File: config.mk
export PLATFORM = sky130hd
export DESIGN_NAME = dram_tile_reader_flat
export DESIGN_NICKNAME = d
export VERILOG_FILES = /design/src/rtl/dram_tile_reader_pkg.sv /design/src/rtl/dram_tile_reader_if.sv /design/src/rtl/dram_tile_reader_fifo.sv /design/src/rtl/dram_tile_reader.sv /design/src/flat_wrapper.sv
export SDC_FILE = /design/constraint.sdc
export NUM_CORES = 1
export LEC_CHECK = 0
export CAP_MARGIN = 0
export CORE_ASPECT_RATIO = 0.8
export CORE_MARGIN = 5
export CORE_UTILIZATION = 52
export DETAILED_ROUTE_END_ITERATION = 8
export GPL_TIMING_DRIVEN = 1
export PLACE_DENSITY_LB_ADDON = 0.15
export SYNTH_ARGS = -nofsm -noshare
export SYNTH_HDL_FRONTEND = slang
export SYNTH_SLANG_ARGS = --single-unit
File: constraint.sdc
create_clock -name clk -period 3.7 [get_ports clk]
set_clock_uncertainty 0.1 [all_clocks]
set_input_delay 0.37 -clock clk [delete_from_list [all_inputs] [get_ports clk]]
set_output_delay 0.37 -clock clk [all_outputs]
set_load 0.01 [all_outputs]
File: src/rtl/dram_tile_reader_pkg.sv
// tile_reader_pkg: FSM encoding and length default shared by the tile reader and tile writer.
package tile_reader_pkg;
    localparam int DEF_LEN_WIDTH = 6;
    typedef enum logic [1:0] {IDLE, ISSUE, DRAIN} tile_state_e;
endpackage

File: src/rtl/dram_tile_reader_if.sv
// dram_tile_reader_if: tile request, DRAM read port and output stream of the tile reader.
interface dram_tile_reader_if import tile_reader_pkg::*; #(
    parameter int DATA_WIDTH = 32,
    parameter int ADDR_WIDTH = 18,
    parameter int LEN_WIDTH  = DEF_LEN_WIDTH
);
    logic                  req_valid;
    logic                  req_ready;
    logic [ADDR_WIDTH-1:0] req_base;
    logic [LEN_WIDTH-1:0]  req_width;
    logic [LEN_WIDTH-1:0]  req_rows;
    logic [ADDR_WIDTH-1:0] req_stride;
    logic                  dram_en_rd;
    logic [ADDR_WIDTH-1:0] dram_addr_rd;
    logic                  dram_valid;
    logic [DATA_WIDTH-1:0] dram_data;
    logic                  out_valid;
    logic                  out_ready;
    logic [DATA_WIDTH-1:0] out_data;
    logic                  out_last;
    logic                  done;
    modport master (
        output req_ready, dram_en_rd, dram_addr_rd, out_valid, out_data, out_last, done,
        input  req_valid, req_base, req_width, req_rows, req_stride, dram_valid, dram_data, out_ready
    );
    modport slave (
        input  req_ready, dram_en_rd, dram_addr_rd, out_valid, out_data, out_last, done,
        output req_valid, req_base, req_width, req_rows, req_stride, dram_valid, dram_data, out_ready
    );
endinterface

File: src/rtl/dram_tile_reader_fifo.sv
// sync_fifo: power-of-two synchronous FIFO; storage is registered so head never depends on push.
module sync_fifo #(
    parameter int WIDTH = 33,
    parameter int DEPTH = 4,
    localparam int AW = $clog2(DEPTH)
) (
    input  logic             clk,
    input  logic             srst,
    input  logic             push,
    input  logic             pop,
    input  logic [WIDTH-1:0] din,
    output logic             full,
    output logic             empty,
    output logic [AW:0]      count,
    output logic [WIDTH-1:0] head
);
    logic [WIDTH-1:0] r_mem [DEPTH];
    logic [AW-1:0]    r_wr;
    logic [AW-1:0]    r_rd;
    logic [AW:0]      r_cnt;
    always_ff @(posedge clk)
        if (srst) begin
            for (int i = 0; i < DEPTH; i++) r_mem[i] <= '0;
            r_wr  <= '0;
            r_rd  <= '0;
            r_cnt <= '0;
        end else begin
            assert (!(push && full && !pop));
            if (push) begin
                r_mem[r_wr] <= din;
                r_wr        <= r_wr + 1'b1;
            end
            if (pop) r_rd <= r_rd + 1'b1;
            r_cnt <= r_cnt + (AW+1)'(push) - (AW+1)'(pop);
        end
    assign full  = r_cnt == (AW+1)'(DEPTH);
    assign empty = r_cnt == '0;
    assign count = r_cnt;
    assign head  = r_mem[r_rd];
endmodule

File: src/rtl/dram_tile_reader.sv
// dram_tile_reader: walks a rectangular tile row by row, issuing credit-limited single-word
// DRAM reads and streaming the returned words downstream through a small FIFO.
module dram_tile_reader import tile_reader_pkg::*; #(
    parameter int DATA_WIDTH = 32,
    parameter int ADDR_WIDTH = 18,
    parameter int LEN_WIDTH  = DEF_LEN_WIDTH,
    parameter int FIFO_DEPTH = 4
) (
    input logic                clk,
    input logic                srst,
    dram_tile_reader_if.master bus
);
    localparam int CW = $clog2(FIFO_DEPTH + 1);
    localparam int FW = $clog2(FIFO_DEPTH) + 1;
    tile_state_e             r_state, w_next;
    logic [ADDR_WIDTH-1:0]   r_stride, r_row_ptr;
    logic [LEN_WIDTH-1:0]    r_width, r_rows, r_col, r_row;
    logic [2*LEN_WIDTH-1:0]  r_total, r_ret;
    logic [CW-1:0]           r_inflight;
    logic                    r_done;
    logic                    w_accept, w_zero, w_credit, w_issue, w_col_end, w_last_issue;
    logic                    w_pop, w_last_tag, w_full, w_empty;
    logic [FW-1:0]           w_count;
    logic [DATA_WIDTH:0]     w_head;
    assign w_accept     = bus.req_valid && bus.req_ready;
    assign w_zero       = bus.req_width == '0 || bus.req_rows == '0;
    // Words issued but not yet popped can never exceed the FIFO, so a return always has room.
    assign w_credit     = (int'(w_count) + int'(r_inflight)) < FIFO_DEPTH;
    assign w_issue      = r_state == ISSUE && w_credit && !srst;
    assign w_col_end    = r_col == r_width - 1'b1;
    assign w_last_issue = w_issue && w_col_end && r_row == r_rows - 1'b1;
    assign w_pop        = bus.out_valid && bus.out_ready;
    assign w_last_tag   = r_ret + 1'b1 == r_total;
    assign bus.req_ready    = r_state == IDLE && !r_done;
    assign bus.dram_en_rd   = w_issue;
    assign bus.dram_addr_rd = r_row_ptr + ADDR_WIDTH'(r_col);
    assign bus.out_valid    = !w_empty;
    assign {bus.out_last, bus.out_data} = w_head;
    assign bus.done         = r_done;
    always_comb begin
        w_next = r_state;
        case (r_state)
            IDLE:    w_next = w_accept && !w_zero ? ISSUE : IDLE;
            ISSUE:   w_next = w_last_issue ? DRAIN : ISSUE;
            DRAIN:   w_next = w_pop && bus.out_last && r_inflight == '0 ? IDLE : DRAIN;
            default: w_next = IDLE;
        endcase
    end
    always_ff @(posedge clk) r_state <= srst ? IDLE : w_next;
    always_ff @(posedge clk)
        if (srst) begin
            r_stride   <= '0;
            r_row_ptr  <= '0;
            r_width    <= '0;
            r_rows     <= '0;
            r_col      <= '0;
            r_row      <= '0;
            r_total    <= '0;
            r_ret      <= '0;
            r_inflight <= '0;
            r_done     <= 1'b0;
        end else begin
            assert (int'(w_count) + int'(r_inflight) <= FIFO_DEPTH && !(w_full && bus.dram_valid && !w_pop));
            r_done     <= (w_accept && w_zero) || (r_state == DRAIN && w_next == IDLE);
            r_inflight <= r_inflight + CW'(w_issue) - CW'(bus.dram_valid);
            if (w_accept) begin
                r_width   <= bus.req_width;
                r_rows    <= bus.req_rows;
                r_stride  <= bus.req_stride;
                r_row_ptr <= bus.req_base;
                r_col     <= '0;
                r_row     <= '0;
                r_ret     <= '0;
                r_total   <= (2*LEN_WIDTH)'(bus.req_width) * (2*LEN_WIDTH)'(bus.req_rows);
            end else begin
                if (bus.dram_valid) r_ret <= r_ret + 1'b1;
                if (w_issue) begin
                    r_col <= w_col_end ? '0 : r_col + 1'b1;
                    if (w_col_end) begin
                        r_row_ptr <= r_row_ptr + r_stride;
                        r_row     <= r_row + 1'b1;
                    end
                end
            end
        end
    sync_fifo #(.WIDTH(DATA_WIDTH + 1), .DEPTH(FIFO_DEPTH)) u_fifo (
        .clk   (clk),
        .srst  (srst),
        .push  (bus.dram_valid),
        .pop   (w_pop),
        .din   ({w_last_tag, bus.dram_data}),
        .full  (w_full),
        .empty (w_empty),
        .count (w_count),
        .head  (w_head)
    );
endmodule

File: src/flat_wrapper.sv
// flat-port wrapper written by rule: the top's interface ports become plain ports
module dram_tile_reader_flat import tile_reader_pkg::*;
#(
    parameter int DATA_WIDTH = 32,
    parameter int ADDR_WIDTH = 18,
    parameter int LEN_WIDTH  = DEF_LEN_WIDTH,
    parameter int FIFO_DEPTH = 4
)
  (clk, srst, bus_req_ready, bus_dram_en_rd, bus_dram_addr_rd, bus_out_valid, bus_out_data, bus_out_last, bus_done, bus_req_valid, bus_req_base, bus_req_width, bus_req_rows, bus_req_stride, bus_dram_valid, bus_dram_data, bus_out_ready);
  dram_tile_reader_if #(.DATA_WIDTH(DATA_WIDTH), .ADDR_WIDTH(ADDR_WIDTH), .LEN_WIDTH(LEN_WIDTH)) bus_i ();
  input logic clk;
  input logic srst;
  output wire logic [$bits(bus_i.req_ready)-1:0] bus_req_ready;
  output wire logic [$bits(bus_i.dram_en_rd)-1:0] bus_dram_en_rd;
  output wire logic [$bits(bus_i.dram_addr_rd)-1:0] bus_dram_addr_rd;
  output wire logic [$bits(bus_i.out_valid)-1:0] bus_out_valid;
  output wire logic [$bits(bus_i.out_data)-1:0] bus_out_data;
  output wire logic [$bits(bus_i.out_last)-1:0] bus_out_last;
  output wire logic [$bits(bus_i.done)-1:0] bus_done;
  input wire logic [$bits(bus_i.req_valid)-1:0] bus_req_valid;
  input wire logic [$bits(bus_i.req_base)-1:0] bus_req_base;
  input wire logic [$bits(bus_i.req_width)-1:0] bus_req_width;
  input wire logic [$bits(bus_i.req_rows)-1:0] bus_req_rows;
  input wire logic [$bits(bus_i.req_stride)-1:0] bus_req_stride;
  input wire logic [$bits(bus_i.dram_valid)-1:0] bus_dram_valid;
  input wire logic [$bits(bus_i.dram_data)-1:0] bus_dram_data;
  input wire logic [$bits(bus_i.out_ready)-1:0] bus_out_ready;
  assign bus_req_ready = bus_i.req_ready;
  assign bus_dram_en_rd = bus_i.dram_en_rd;
  assign bus_dram_addr_rd = bus_i.dram_addr_rd;
  assign bus_out_valid = bus_i.out_valid;
  assign bus_out_data = bus_i.out_data;
  assign bus_out_last = bus_i.out_last;
  assign bus_done = bus_i.done;
  assign bus_i.req_valid = bus_req_valid;
  assign bus_i.req_base = bus_req_base;
  assign bus_i.req_width = bus_req_width;
  assign bus_i.req_rows = bus_req_rows;
  assign bus_i.req_stride = bus_req_stride;
  assign bus_i.dram_valid = bus_dram_valid;
  assign bus_i.dram_data = bus_dram_data;
  assign bus_i.out_ready = bus_out_ready;
  dram_tile_reader #(.DATA_WIDTH(DATA_WIDTH), .ADDR_WIDTH(ADDR_WIDTH), .LEN_WIDTH(LEN_WIDTH), .FIFO_DEPTH(FIFO_DEPTH)) u_core (.clk(clk), .srst(srst), .bus(bus_i));
endmodule
==> flow_metrics.py <==
metrics = {
    "outcome": {
        "outcome": "complete, no violations",
    },
    "setup_path": {
        "crit_fanout": 2,
        "ff2ff_setup_slack_ns": 0.67,
        "r2r-end": "u_core.r_row_ptr[14]",
        "cp_common_cell": "fa_1",
        "path_cells": "clkdlybuf4s50_1, and2_1, fa_1, inv_1, fa_1, fa_1, inv_1, ha_1, a21o_1, a21oi_2, o21bai_1, a2111oi_2, nor2_1, mux2i_1, nand2_1",
        "regToRegStartpoint": "u_core.r_inflight[2]",
        "timing.critical_path.buf_inv": 3,
        "critPathLaunchType": "primary input",
        "end_kind": "flip-flop",
        "crit_family": "adder cells",
        "critical_path_required_ns": 4.00,
        "r2r_cells": 10,
        "worstPathArrival_ns": 3.93,
        "path_class": "primary input to flip-flop",
        "slowest_delay_ns": 0.55,
        "cp_slowest_cell": "fa_1",
    },
    "sta": {
        "min_period_over_period_pct": 98.4,
        "period_needed_ns": 3.64,
        "finalHoldViolations": 0,
        "setup_viol": 0,
        "maxSlewHeadroom_pct": 54.4,
        "hold_ws_ns": 0.225,
        "slew_viol_final": 0,
        "rsz0062_at_grt": "true",
        "tightest_slew_ns": 0.667,
        "fmax_mhz": 275,
    },
    "clock_tree": {
        "htreeDepth": 1,
        "cts_tree": "done",
        "cts_num_sinks": 231,
        "cts.hold.buffers_added": 0,
        "worstSkewPairLatency_ns": 0.52,
        "cts_buffers": 25,
        "path_clk_slew_ns": 0.06,
        "cts_root_buf": "clkbuf_16",
        "clock_path_buffers": 3,
    },
    "yosys": {
        "ys_seq_area_share_pct": 47.1,
        "yosys_register_bits": 231,
        "ys_types": 65,
        "synth_warnings": 0,
        "yosysTopAreaCellShare_pct": 31.4,
        "synth_edf_count": 132,
        "ys_top_cells_by_count": "and2_1 (154), edfxtp_1 (132), nand2_1 (131), dfxtp_1 (99), nor2_1 (84)",
        "syn_inst": 1189,
        "syn_area_um2": 12600,
        "synth-async-reset-ratio_pct": 0,
        "syn_nets": 1349,
        "yosysTopAreaCell": "edfxtp_1",
        "yosysMostFrequentCell": "and2_1",
        "synth_area_per_cell_um2": 10.6,
        "synthFlopType": "edfxtp_1",
        "synth_area_leaders": "edfxtp_1 (31%), dfxtp_1 (16%), and2_1 (7.6%)",
    },
    "floorplanning": {
        "dieArea_um2": 27500,
        "rows": 51,
        "die_y_um": 149,
        "die_w_um": 184,
        "coreArea_um2": 24100,
        "initial_utilization_pct": 52.4,
        "boundaryPins": 140,
    },
    "placed_design": {
        "routabilityCongestion": 0.825,
        "post_dp_cell_area_um2": 14600,
        "io_buffers": 139,
        "dpl.hpwl_mm": 20.0,
    },
    "final_layout": {
        "stdcell_area_um2": 15500,
        "nNetsFinal": 1500,
        "diodes": 0,
        "drive_above_1_share_pct": 11.3,
        "area_delta_synth_final_pct": 22.3,
    },
    "drt": {
        "drtIter0Drc": 491,
        "firstDrtPassIters": 5,
        "wl_mm": 28.9,
        "wl_per_cell_um": 17.2,
        "ant_nets": 0,
        "drc": 0,
        "viasPerCell": 5.43,
        "vias": 9101,
    },
    "grt": {
        "grt_max_degree": 55,
        "grt_pass1_vias": 9219,
        "grt.overflow.total": 0,
        "grt_first_pass_wirelength_mm": 47.1,
        "antenna_found_initial": 0,
        "track_usage_pct": 21.0,
    },
    "min_path": {
        "min_delay_path_depth": 4,
        "hp-class": "primary input to flip-flop",
        "hold_path_startpoint": "bus_req_rows[5]",
        "hold_end": "u_core.r_rows[5]",
    },
    "power_and_ir_drop": {
        "power_density_nw_per_um2": 481,
        "total_leakage_power_nw": 6.14,
        "ir_drop_uv": 337,
    },
    "job": {
        "cap_violations": 0,
    },
}
flip-flops by register name, indices dropped and copies added (netlist names), named ones only:
signal               count
u_core.u_fifo.r_mem    132
u_core.r_row_ptr        18
u_core.r_stride         18
u_core.r_ret            12
u_core.r_total          12
u_core.r_col             6
u_core.r_row             6
u_core.r_rows            6
u_core.r_width           6
u_core.r_inflight        3
u_core.u_fifo.count      3
u_core.r_state           2
u_core.u_fifo.r_rd       2
u_core.u_fifo.r_wr       2
u_core.bus.done          1
layout by cell type, fill, tap and decap left out, types with 7 or more instances in the layout:
cell             synthesis  layout
mux2i_1                  9       9
edfxtp_1               132     132
xnor2_1                 48      48
nand2b_1                 8       8
mux4_2                  33      33
o21ai_0                 24      24
clkbuf_16                0      25
nand4_1                 13      13
nand3b_1                 7       7
a311oi_1                 9       9
a21o_1                  14      14
and3_1                  14      14
buf_4                    2      45
a211oi_1                11      11
nor3_1                  10       8
a21oi_1                 60      58
nand3_1                 20      20
and2_1                 154     152
clkdlybuf4s50_1          0     123
inv_1                   43      43
or3_1                    7       7
nand2_1                131     129
dfxtp_1                 99      97
fa_1                    21      21
nor4_1                   8       7
nor2_1                  84      84
or2_2                    7       7
ha_1                    54      53
xor2_1                  42      42
dlygate4sd2_1            0      11
through the flow:
step                setup slack, ns  power (W)  utilization (%)  instances  TNS (ns)
floorplan                  0.000492    0.00424                -       1189         0
global placement             -0.599    0.00502             60.5       1631     -2.25
detailed placement           -0.689    0.00505             60.5       1631     -2.63
CTS                         0.00754    0.00751             63.9       1677         0
global route                -0.0604    0.00782             64.1       1677   -0.0604
finish                       0.0609    0.00743             64.1       1677         0
what timing repair did:
action / 4_1_cts / 5_1_grt
endpoints found under the setup margin: 9 / 9
setup buffers: 0 / 0
resized for setup: 24 / 8
pin swaps: 6 / 5
tightest hold or removal path: stages:
cell	delay, ns
dlymetal6s2s_1	0.16
buf_4	0.17
nand2_1	0.05
a21oi_1	0.05
routing by layer:
layer  track usage [%]  wire (um)  share of wire (%)  vias to the layer above
met3              3.00       1210                4.2                       46
li1                  -          -                  -                     4469
met2              34.8      13700                 48                      190
met1              29.6      13300                 46                     4396
met4              5.06        670                2.3                        0
met5                 0          0                  0                        -
power breakdown:
group          internal (W)  switching, W  leakage (nW)
Clock               0.00144       0.00101         0.380
Sequential          0.00292      0.000127          2.18
Combinational       0.00102      0.000912          3.58
cell families (layout without fill, tap and decap cells):
| family | Yosys count | in the layout | synth area share [%] |
|---|---|---|---|
| fa+ha+maj | 75 | 75 | 8.68 |
| compound gates | 159 | 159 | 8.15 |
| buf+inv | 106 | 276 | 3.27 |
| mux | 43 | 43 | 6.69 |
| simple gates | 485 | 485 | 19.9 |
| flops | 231 | 231 | 47.1 |
| xor+xnor | 90 | 90 | 6.24 |
final cells by class:
cell class / instances / area (um2)
Clock buffer: 28 / 637
Clock inverter: 18 / 166
Fill cell: 1957 / 8670
Inverter: 43 / 161
Multi-Input combinational cell: 852 / 6360
Sequential cell: 231 / 5950
Tap cell: 318 / 398
Timing Repair Buffer: 187 / 1780
how the worst max path moves through the flow:
stage	start	endpoint	slack, ns	depth (start not counted)
after floorplan	bus_req_rows[2]	u_core.r_total[11]	0.0005	14
after global placement	bus_req_width[2]	u_core.r_total[11]	-0.60	16
after detailed placement	bus_req_width[2]	u_core.r_total[11]	-0.69	16
after CTS	bus_req_width[5]	u_core.r_total[11]	0.008	15
after global routing	bus_req_width[5]	u_core.r_total[11]	-0.06	15
final	bus_req_width[5]	u_core.r_total[11]	0.06	15
(Power assumes the default switching activity.)
==> variant 1, RTL diff (config.mk and constraints unchanged) <==
`FIFO_DEPTH` is set to 4 in 2 places; all go to 8.
--- a/src/rtl/dram_tile_reader.sv
+++ b/src/rtl/dram_tile_reader.sv
@@ -4,7 +4,7 @@
     parameter int DATA_WIDTH = 32,
     parameter int ADDR_WIDTH = 18,
     parameter int LEN_WIDTH  = DEF_LEN_WIDTH,
-    parameter int FIFO_DEPTH = 4
+    parameter int FIFO_DEPTH = 8
 ) (
     input logic                clk,
     input logic                srst,
--- a/src/flat_wrapper.sv
+++ b/src/flat_wrapper.sv
@@ -4,7 +4,7 @@
     parameter int DATA_WIDTH = 32,
     parameter int ADDR_WIDTH = 18,
     parameter int LEN_WIDTH  = DEF_LEN_WIDTH,
-    parameter int FIFO_DEPTH = 4
+    parameter int FIFO_DEPTH = 8
 )
   (clk, srst, bus_req_ready, bus_dram_en_rd, bus_dram_addr_rd, bus_out_valid, bus_out_data, bus_out_last, bus_done, bus_req_valid, bus_req_base, bus_req_width, bus_req_rows, bus_req_stride, bus_dram_valid, bus_dram_data, bus_out_ready);
   dram_tile_reader_if #(.DATA_WIDTH(DATA_WIDTH), .ADDR_WIDTH(ADDR_WIDTH), .LEN_WIDTH(LEN_WIDTH)) bus_i ();
Formal check against the unedited RTL: no difference found for any inputs over 4 cycles, from zero or initial values and one cycle with srst high; that may be too few to reach the edited logic, so the function may still have changed.
==> variant 1 against the original RTL <==
Wire length up 52%; design area up 45%; setup slack better by 87 ps; largest cell class is now registers; first-iteration DRC count up 77%; synthesized area up 49%; sequential cell count up 137; total power up 53%; critical path depth down 5; fmax up 2.5%.
==> variant 1: results (changes against the original RTL) <==
.. list-table::
   :header-rows: 1

   * - Metric
     - Value
   * - Result of the run
     - completed (unchanged)
   * - Net total in the final layout
     - 1889 (was 1500)
   * - Largest net degree at the start of global routing
     - 67 (was 55)
   * - GR met1 Demand/Resource
     - 0.324 (was 0.296)
   * - Power in combinational cells
     - 0.00272 W (was 0.00194 W)
   * - Critical path's top delay family
     - compound AO/OA/AOI/OAI gates (was adder cells)
   * - Met2 usage in global routing
     - 0.342 (was 0.348)
   * - Number of flops mapped to enable cells by yosys
     - 264 (was 132)
   * - Filler cell count
     - 2845 (was 1957)
   * - Sequential share of power
     - 0.427 (was 0.410)
   * - Maximum level of the CTS H-tree
     - 2 (was 1)
   * - Final cell count without fillers
     - 2232 (was 1677)
   * - Post-synthesis net count
     - 1728 (was 1349)
   * - Maximum vdd ir drop
     - 329 uV (was 337 uV)
   * - Lkg Pwr
     - 8.74 nW (was 6.14 nW)
   * - Final weighted congestion in routability-driven placement
     - 0.850 (was 0.825)
   * - Largest fanout of any net on the critical path
     - 4 (was 2)
   * - PwrDens
     - 506 mW/mm2 (was 481 mW/mm2)
   * - Internal
     - 0.00832 W (was 0.00539 W)
   * - Fraction of the yosys area taken by sequential cells
     - 0.532 (was 0.471)
   * - Placed Area
     - 0.0211 mm2 (was 0.0146 mm2)
   * - Number of global-route vias before repair
     - 12.5k (was 9219)
   * - Post-placement setup slack
     - -651 ps (was -689 ps)
   * - Initial antenna violation count
     - 1 (was 0)
   * - Headroom to the max-slew limit
     - 0.432 (was 0.544)
   * - Ranking of synthesized cells by area
     - edfxtp_1 42%, dfxtp_1 11%, and2_1 9.4% (was edfxtp_1 31%, dfxtp_1 16%, and2_1 7.6%)
   * - Fraction of final layout cells sized beyond drive strength 1
     - 0.154 (was 0.113)
   * - Total Routed Length
     - 43.8 mm (was 28.9 mm)
==> variant 1: layout make-up <==
cell class | count | area share
well taps | 480 | 0.0268
multi-input cells | 1054 | 0.374
flip-flops and latches | 368 | 0.447
repair buffers | 198 | 0.0876
diodes | 1 | 0.000112
inverters | 59 | 0.00987
clock buffers | 49 | 0.0471
clock inverters | 23 | 0.00836
==> variant 1: final timing paths <==
path	slack [ps]	endpoint	from	cells past startpoint
setup reg to reg	840	u_core.r_row_ptr[14]	u_core.r_width[0]	11
hold / removal	210	u_core.r_rows[5]	bus_req_rows[5]	4
hold reg to reg	370	u_core.r_total[7]	u_core.r_total[7]	2
setup / recovery	150	bus_dram_addr_rd[13]	u_core.r_row_ptr[1]	10
==> variant 1: per-layer routing <==
layer | part of all wire | vias up | wire length, um
met2 | 0.46 | 291 | 20200
met1 | 0.47 | 5979 | 20500
met4 | 0.018 | 2 | 769
li1 | - | 5835 | -
met5 | 0.00016 | - | 7
met3 | 0.052 | 61 | 2290
==> variant 1: repair_timing <==
item	in CTS	in global routing
endpoints found under the hold margin	0	0
cloned	0	0
endpoints found under the setup margin	12	11
resized for setup	7	22
hold buffers	0	0
pin swaps	1	13
==> variant 1: worst register-to-register path, delay by kind of cell (launching register included) <==
kind / cells / cell delay [ps]
AOI/OAI and AO/OA: 4 / 730
adders and majority gates: 1 / 220
muxes: 1 / 270
buffers and inverters: 2 / 290
and+or+nand+nor: 3 / 730
DFF: 1 / 450
==> variant 1: logic make-up after synthesis <==
group / count (synthesis) / share of synthesized area
AND/OR/NAND/NOR: 606 / 0.175
AO/OA/AOI/OAI: 158 / 0.0519
XOR/XNOR: 92 / 0.0428
flip-flops: 368 / 0.532
adder cells (fa/ha/maj): 84 / 0.0642
multiplexers: 114 / 0.107
buffers and inverters: 137 / 0.0278
==> variant 2, RTL diff (config.mk and constraints unchanged) <==
Made on the original files. Re-encode `tile_state_e` (3 states) as one-hot, 3 bits wide.
--- a/src/rtl/dram_tile_reader_pkg.sv
+++ b/src/rtl/dram_tile_reader_pkg.sv
@@ -1,6 +1,6 @@
 // tile_reader_pkg: FSM encoding and length default shared by the tile reader and tile writer.
 package tile_reader_pkg;
     localparam int DEF_LEN_WIDTH = 6;
-    typedef enum logic [1:0] {IDLE, ISSUE, DRAIN} tile_state_e;
+    typedef enum logic [2:0] {IDLE = 3'b001, ISSUE = 3'b010, DRAIN = 3'b100} tile_state_e;
 endpackage
 
Check against the original RTL: no difference found for any inputs over 4 cycles, from zero or initial values and one cycle with srst high; so few cycles prove little.
==> variant 2 against the original RTL <==
Utilization increased by 0.96 points; via count down 3.6%; total power fell by 4.0%; register-to-register slack improved by 290 ps; design area shrank 0.75%; count of clock-buffer cells in the layout grew 2; setup slack improved by 55 ps; sequential cell count grew 1; clock power fell by 11%; synthesized area shrank 0.40%; hold slack lost 17 ps; wire length fell by 2.0%.
==> variant 2: results (changes against the original RTL) <==
.. list-table::
   :header-rows: 1

   * - Metric
     - Value
   * - Result of the run
     - completed (unchanged)
   * - Post-placement setup slack
     - -626 ps (was -689 ps)
   * - Final weighted congestion in routability-driven placement
     - 0.847 (was 0.825)
   * - Total Routed Length
     - 28.3 mm (was 28.9 mm)
   * - Number of global-route vias before repair
     - 9205 (was 9219)
   * - Transition time at the pin with the least slew margin
     - 732 ps (was 667 ps)
   * - Final instance area
     - 0.0153 mm2 (was 0.0155 mm2)
   * - Fraction of the yosys area taken by sequential cells
     - 0.474 (was 0.471)
   * - Hold worst-path end
     - u_core.r_state[1] (was u_core.r_rows[5])
   * - Worst Reg-to-Reg Cells
     - 9 (was 10)
   * - Cell depth of the worst min-delay path
     - 2 (was 4)
   * - PwrDens
     - 465 mW/mm2 (was 481 mW/mm2)
   * - GRT Total Usage
     - 0.208 (was 0.210)
   * - RR Endpoint
     - u_core.r_row_ptr[11] (was u_core.r_row_ptr[14])
   * - HPWL after detailed placement
     - 19.3 mm (was 20.0 mm)
   * - Largest fanout of any net on the critical path
     - 7 (was 2)
   * - Via count normalized by instance count
     - 5.31 (was 5.43)
   * - Maximum vdd ir drop
     - 312 uV (was 337 uV)
   * - Count of cell types in the netlist
     - 57 (was 65)
   * - Startpoint of the worst register-to-register path
     - u_core.r_width[0] (was u_core.r_inflight[2])
   * - First-pass GRT wire length
     - 46.8 mm (was 47.1 mm)
   * - Fraction of final layout cells sized beyond drive strength 1
     - 0.109 (was 0.113)
   * - Largest net degree at the start of global routing
     - 73 (was 55)
   * - Number of buffers inserted during clock tree synthesis
     - 24 (was 25)
   * - Net total in the final layout
     - 1484 (was 1500)
## variant 2: per-stage QoR
| step | util | instances |
|---|---|---|
| after floorplan | - | 1166 |
| after global placement | 0.617 | 1610 |
| after detailed placement | 0.617 | 1610 |
| after CTS | 0.647 | 1654 |
| after global routing | 0.650 | 1654 |
| final | 0.650 | 1654 |
## variant 2: worst max path at each step
stage | from | endpoint | slack, ps | cells past startpoint
2_1_floorplan | bus_req_width[1] | u_core.r_total[10] | 70 | 13
3_3_place_gp | bus_req_width[2] | u_core.r_total[10] | -580 | 15
3_5_place_dp | bus_req_rows[2] | u_core.r_total[11] | -630 | 15
4_1_cts | bus_req_rows[1] | u_core.r_total[11] | -40 | 15
5_1_grt | bus_req_width[0] | u_core.r_total[10] | -10 | 16
6_report | bus_req_width[0] | u_core.r_total[10] | 120 | 16
## variant 2: worst max-delay path, cell delays in order
cell,delay (ps)
clkdlybuf4s50_1,420
buf_4,170
and2_1,150
ha_1,290
ha_1,270
inv_1,50
fa_1,520
inv_1,70
ha_1,300
a21o_1,190
a21oi_4,130
o21bai_1,110
a2111o_1,370
o311a_1,140
nor4b_2,270
a211o_1,120
## variant 2: kinds of logic (layout without fill, tap and decap cells)
kind of cell	Yosys count	in the layout	share of synthesized area
mux	49	49	0.0718
xor+xnor	102	102	0.0710
buf+inv	105	281	0.0337
fa+ha+maj	75	75	0.0871
compound gates	142	142	0.0713
simple gates	461	461	0.191
flops	232	232	0.474
## variant 2: cell type report
class	instances	area, um2	share of cell area
Multi-Input combinational cell	829	6300	0.411
Sequential cell	232	5970	0.389
Clock inverter	14	80.1	0.00522
Timing Repair Buffer	187	1790	0.117
Clock buffer	30	623	0.0406
Tap cell	312	390	0.0255
Inverter	50	188	0.0122
## variant 2: power by group
part / switching, W / internal (W)
combinational: 0.000852 / 0.00101
sequential: 0.000158 / 0.00293
clock: 0.000992 / 0.00120
total: 0.00200 / 0.00514
## variant 2: what timing repair did
action,CTS,global route
hold buffers,0,0
pin swaps,2,12
cloned,0,0
gates resized for setup,10,19
endpoints found under the setup margin,3,13
## variant 2: layer usage
layer  GRT usage  share of wire  vias to the layer above
li1            -              -                     4364
met1       0.297           0.47                     4217
met2       0.348           0.47                      164
met3      0.0268          0.038                       31
met4      0.0377          0.016                        0
met5           0              0                        -
